==> config.mk <==
export PLATFORM = sky130hd
export DESIGN_NAME = sd_acq_echo_sched
export DESIGN_NICKNAME = d
export VERILOG_FILES = /design/src/rtl/sd_acq_echo_sched.sv
export SDC_FILE = /design/constraint.sdc
export NUM_CORES = 1
export LEC_CHECK = 0
export BUFFER_PORTS_ARGS = -buffer_cell sky130_fd_sc_hd__buf_4
export CAP_MARGIN = 20
export CORE_AREA = 2 2 183 113
export DETAILED_ROUTE_END_ITERATION = 12
export DIE_AREA = 0 0 185 115
export PLACE_DENSITY = 0.45
export SETUP_SLACK_MARGIN = 0.15
export SLEW_MARGIN = 20
export SYNTH_ARGS = -nofsm -noshare
export SYNTH_HDL_FRONTEND = slang
export SYNTH_SLANG_ARGS = --single-unit
==> constraint.sdc <==
create_clock -name clk_sys -period 5 [get_ports clk_sys]
set_input_delay 0 -clock clk_sys [delete_from_list [all_inputs] [get_ports clk_sys]]
set_output_delay 0 -clock clk_sys [all_outputs]
set_load 0.01 [all_outputs]
==> src/rtl/sd_acq_echo_sched.sv <==
// sd_acq_echo_sched: CPMG spin-echo acquisition window sequencer; optional ARMED watchdog enabled by macro ACQ_TIMEOUT_EN
module sd_acq_echo_sched #(
    parameter int CNT_W   = 16,
    parameter int ECHO_W  = 12,
    parameter int TMO_CYC = 1000000
) (
    input  logic              clk_sys,
    input  logic              rst,
    input  logic              cfg_load,
    input  logic [3:0]        cfg_sel,
    input  logic [CNT_W-1:0]  cfg_data,
    input  logic              start,
    input  logic              echo_trig,
    input  logic              abort,
    output logic              acq_en,
    output logic [ECHO_W-1:0] echo_idx,
    output logic              busy,
    output logic              done,
`ifdef ACQ_TIMEOUT_EN
    output logic              tmo_err,
`endif
    output logic              ovr_err
);
    typedef enum logic [1:0] {IDLE, ARMED, DELAY, OPEN} state_t;

    state_t            state_q, state_d;
    logic [CNT_W-1:0]  cnt_q, cnt_d;
    logic [CNT_W-1:0]  delay_q, delay_d;
    logic [CNT_W-1:0]  window_q, window_d;
    logic [ECHO_W-1:0] echo_num_q, echo_num_d;
    logic              long_q, long_d;
    logic [ECHO_W-1:0] echo_idx_q, echo_idx_d;
    logic              acq_en_q, acq_en_d;
    logic              done_q, done_d;
    logic              ovr_q, ovr_d;
    logic [CNT_W-1:0]  win_eff;
    logic              last_echo;
    state_t            go_state;
    logic [CNT_W-1:0]  go_cnt;

`ifdef ACQ_TIMEOUT_EN
    localparam int WD_W = $clog2(TMO_CYC + 1);
    logic [WD_W-1:0]   wd_q, wd_d;
    logic              tmo_q, tmo_d;
`else
    // watchdog limit has no effect without the timeout feature
    localparam int unused_tmo_cyc = TMO_CYC;
`endif

    // a zero window still opens for one cycle
    assign win_eff   = (window_q == '0) ? CNT_W'(1) : window_q;
    // the echo currently being acquired is the last of the train
    assign last_echo = (echo_idx_q == echo_num_q - ECHO_W'(1));
    // a trig either starts the delay countdown or, with no delay, opens the window at once
    assign go_state  = (delay_q == '0) ? OPEN : DELAY;
    assign go_cnt    = (delay_q == '0) ? win_eff : delay_q;

    // next-state, config bank and counter update
    always_comb begin
        state_d    = state_q;
        cnt_d      = cnt_q;
        delay_d    = delay_q;
        window_d   = window_q;
        echo_num_d = echo_num_q;
        long_d     = long_q;
        echo_idx_d = echo_idx_q;
        ovr_d      = ovr_q;
        done_d     = 1'b0;
`ifdef ACQ_TIMEOUT_EN
        wd_d       = '0;
        tmo_d      = tmo_q;
`endif
        if (cfg_load && state_q == IDLE) begin
            delay_d    = (cfg_sel == 4'd0) ? cfg_data : delay_q;
            window_d   = (cfg_sel == 4'd1) ? cfg_data : window_q;
            echo_num_d = (cfg_sel == 4'd2) ? cfg_data[ECHO_W-1:0] : echo_num_q;
            long_d     = (cfg_sel == 4'd3) ? cfg_data[0] : long_q;
        end
        if (abort) begin
            state_d    = IDLE;
            echo_idx_d = '0;
        end else begin
            case (state_q)
                IDLE: begin
                    if (start && echo_num_q == '0) begin
                        done_d = 1'b1;
                    end else if (start) begin
                        state_d    = ARMED;
                        echo_idx_d = '0;
                        ovr_d      = 1'b0;
`ifdef ACQ_TIMEOUT_EN
                        tmo_d      = 1'b0;
`endif
                    end
                end
                ARMED: begin
                    if (echo_trig) begin
                        state_d = go_state;
                        cnt_d   = go_cnt;
                    end
`ifdef ACQ_TIMEOUT_EN
                    else if (wd_q == WD_W'(TMO_CYC - 1)) begin
                        state_d = IDLE;
                        tmo_d   = 1'b1;
                    end else begin
                        wd_d = wd_q + 1'b1;
                    end
`endif
                end
                DELAY: begin
                    ovr_d = ovr_q | echo_trig;
                    if (cnt_q <= CNT_W'(1)) begin
                        state_d = OPEN;
                        cnt_d   = win_eff;
                    end else begin
                        cnt_d = cnt_q - 1'b1;
                    end
                end
                default: begin
                    if (long_q && !last_echo) begin
                        if (echo_trig) begin
                            echo_idx_d = echo_idx_q + 1'b1;
                            state_d    = go_state;
                            cnt_d      = go_cnt;
                        end
                    end else begin
                        ovr_d = ovr_q | echo_trig;
                        if (cnt_q <= CNT_W'(1)) begin
                            echo_idx_d = echo_idx_q + 1'b1;
                            state_d    = last_echo ? IDLE : ARMED;
                            done_d     = last_echo;
                        end else begin
                            cnt_d = cnt_q - 1'b1;
                        end
                    end
                end
            endcase
        end
        acq_en_d = (state_d == OPEN);
    end

    // state and output registers
    always_ff @(posedge clk_sys) begin
        if (rst) begin
            state_q    <= IDLE;
            cnt_q      <= '0;
            delay_q    <= '0;
            window_q   <= CNT_W'(16);
            echo_num_q <= ECHO_W'(1);
            long_q     <= 1'b0;
            echo_idx_q <= '0;
            acq_en_q   <= 1'b0;
            done_q     <= 1'b0;
            ovr_q      <= 1'b0;
`ifdef ACQ_TIMEOUT_EN
            wd_q       <= '0;
            tmo_q      <= 1'b0;
`endif
        end else begin
            state_q    <= state_d;
            cnt_q      <= cnt_d;
            delay_q    <= delay_d;
            window_q   <= window_d;
            echo_num_q <= echo_num_d;
            long_q     <= long_d;
            echo_idx_q <= echo_idx_d;
            acq_en_q   <= acq_en_d;
            done_q     <= done_d;
            ovr_q      <= ovr_d;
`ifdef ACQ_TIMEOUT_EN
            wd_q       <= wd_d;
            tmo_q      <= tmo_d;
`endif
        end
    end

    assign acq_en   = acq_en_q;
    assign echo_idx = echo_idx_q;
    assign busy     = (state_q != IDLE);
    assign done     = done_q;
    assign ovr_err  = ovr_q;
`ifdef ACQ_TIMEOUT_EN
    assign tmo_err  = tmo_q;
`endif
endmodule
==> results.toml <==
[outcome]
outcome = "finished clean"

[finish]
fin_cells = 970
seq_area_um2 = 1560
area_growth_syn_to_layout_pct = 20.5
final_util = 0.297
multi_input_area_um2 = 3050
fill_cells = 2147
layout-drive-gt1-share = 0.102
n_antenna_cell = 0
final_nets = 727

[yosys]
yosys-top-cells-area = "dfxtp_1, nand2_1, a21oi_1, nor2_1, xnor2_1"
syn_area_per_cell_um2 = 7.31
ys_ff_latch = 78
synthDistinctLibCells = 66
synth_edf_count = 0
synthTopCellsByCount = "nand2_1, dfxtp_1, a21oi_1"
synth_area_leader_cell = "dfxtp_1"
syn_nets = 696
synth_flop_cell = "dfxtp_1"
synthesis.area_um2 = 4830
ys_warn_count = 0
async_flop_share = 0
synthCells = 661
ys_seq_area_frac = 0.323
yosysMostFrequentCell = "nand2_1"
synth_top_area_frac = 0.323

[timing]
setup_viol = 0
clock_skew_ns = 0.0101
hold_viol_final = 0
drv_slew = 0
finalCriticalPeriod_ns = 3.95
worst_slew_pin_slew_ns = 1.01
fin_crit_sh = 0.791
tns_ns = 0
slew_headroom = 0.328
fmaxAchievable_ghz = 0.253
rsz0062_at_grt = "false"

[global_routing]
grt_pass1_wl_um = 27300
grt_pass1_vias = 4679
grt_antenna_before_repair = 0
grt_overflow = 0
grt_max_degree = 57
grt_usage = 0.171

[drt]
drc = 0
vias = 5247
routed_wl_um = 18200
post_drt_wl_per_cell_um = 18.7
drtAntennaViolNets = 0
drtPass1Iterations = 7
drtIter0Drc = 725
via_per_inst = 5.41

[min_path]
worstHoldStart = "cfg_sel[0]"
whs_path_depth = 4
min_path_type = "input port to register"
hold_path_end = "long_q"

[worst_setup_path]
regToRegSetupSlack_ns = 1.05
reg2reg_to = "cnt_q[2]"
cp_max_fo = 14
worstReg2RegStart = "echo_num_q[0]"
critPathKind = "register to register"
end_kind = "register"
rr_worst_depth = 11
crit_required_ns = 5.25
arrival_ns = 4.20
start_kind = "register"

[placement]
dp_hpwl_um = 13400
portBuffers = 41
gp_congestion = 0.870
dp.cells = 937

[pwr]
power_leakage_nw = 2.07
p_clk_frac = 0.367
p_per_area_nw_per_um2 = 328
peakVddDrop_mv = 0.144
p_int_w = 0.00120
switching_share = 0.371
power_switching_w = 0.000708
pwr-share-comb = 0.284
seq_power_share = 0.349

[flow_run]
maxCapViolations = 0

[clock_network]
cts_resized = 0
cts.clk_slew.worst_paths_ns = 0.08
clock_latency_ns = 0.35
cts-root-buf = "clkbuf_16"
cts_made_buffers = 9
clock-sinks = 78
cts_tree = "yes"
h-tree-depth = 3
clk_path_buf_depth = 2

[die]
core_um2 = 19600
die_x_um = 185
die_height_um = 115
boundaryPins = 42
initial_utilization = 0.246
die-area_um2 = 21300
num_rows = 40
## flip-flops by register name, summed over array words and instances (netlist names)
register	cells
acq_en	1
cnt_q	16
delay_q	16
done	1
echo_idx	12
echo_num_q	12
long_q	1
ovr_err	1
state_q	2
window_q	16
## layer usage
layer	vias to the layer above	share of wire	routed length, um	GRT usage
met5	-	0	0	0
met4	0	0.0092	168	0.0370
met3	20	0.10	1870	0.0364
met2	249	0.35	6390	0.212
met1	2528	0.54	9740	0.284
li1	2450	-	-	-
## worst max-delay path, stage by stage (launching register included)
cell and delay [ns]:
dfxtp_1 0.34, inv_1 0.09, ha_1 0.26, nor4b_2 0.48, a2111oi_0 0.19, a2111oi_0 0.61, and3_1 0.31, a221o_1 0.46
o31a_1 0.44, buf_4 0.28, o21ai_0 0.11, a32o_1 0.27
## area by class of cell
| class | count | area share |
|---|---|---|
| Inverter | 15 | 0.00967 |
| Sequential cell | 78 | 0.268 |
| Clock buffer | 9 | 0.0387 |
| Tap cell | 273 | 0.0587 |
| Clock inverter | 7 | 0.0131 |
| Multi-Input combinational cell | 526 | 0.524 |
| Timing Repair Buffer | 62 | 0.0873 |
## per-stage QoR
step | cell area, um^2 | hold slack [ns] | power (W) | setup slack, ns
2_1_floorplan | 4830 | 0.0840 | 0.00105 | 1.92
3_3_place_gp | 5350 | 0.256 | 0.00120 | 1.42
3_5_place_dp | 5350 | 0.254 | 0.00120 | 1.22
4_1_cts | 5820 | 0.0651 | 0.00190 | 1.20
5_1_grt | 5820 | 0.0964 | 0.00199 | 0.918
6_report | 5820 | 0.0671 | 0.00191 | 1.05
## layout by cell type (no fill, tap or decap), types with 7 or more instances in the layout
cell / n
a21oi_1: 75
a211oi_1: 10
buf_4: 45
nand2_1: 141
clkbuf_16: 9
o31ai_1: 8
and2_1: 10
xor2_1: 7
dlygate4sd3_1: 17
inv_1: 14
nor2_1: 62
nor3_1: 16
nor4_1: 11
nand3_1: 15
ha_1: 9
o21ai_0: 18
or4_1: 12
dfxtp_1: 78
xnor2_1: 18
## power groups by stage
stage | clock, W | combinational, W | sequential (W)
6_report | 0.000699 | 0.000541 | 0.000666
5_1_grt | 0.000728 | 0.000590 | 0.000668
4_1_cts | 0.000705 | 0.000532 | 0.000665
3_5_place_dp | 0 | 0.000520 | 0.000679
3_3_place_gp | 0 | 0.000520 | 0.000679
2_1_floorplan | 0 | 0.000384 | 0.000667
## logic make-up (layout without fill, tap and decap cells)
logic type | after synthesis | count (layout) | synth area share
buffers and inverters | 57 | 93 | 0.0466
flip-flops | 78 | 78 | 0.323
multiplexers | 9 | 9 | 0.0202
AND/OR/NAND/NOR | 301 | 301 | 0.289
AO/OA/AOI/OAI | 182 | 182 | 0.253
XOR/XNOR | 25 | 25 | 0.0453
adder cells (fa/ha/maj) | 9 | 9 | 0.0233
## how the worst max path moves through the flow
stage                  end     startpoint  cells past startpoint
2_1_floorplan  echo_idx[4]  echo_num_q[0]                     11
3_3_place_gp   echo_idx[4]  echo_num_q[0]                     10
3_5_place_dp      cnt_q[2]  echo_num_q[0]                     11
4_1_cts           cnt_q[2]  echo_num_q[0]                     11
5_1_grt        echo_idx[9]  echo_num_q[0]                     10
6_report          cnt_q[2]  echo_num_q[0]                     11
## what timing repair did
item,CTS,global route
hold buffers,17,0
endpoints found under the hold margin,46,0
buffers inserted,0,0
(Power assumes the default switching activity.)
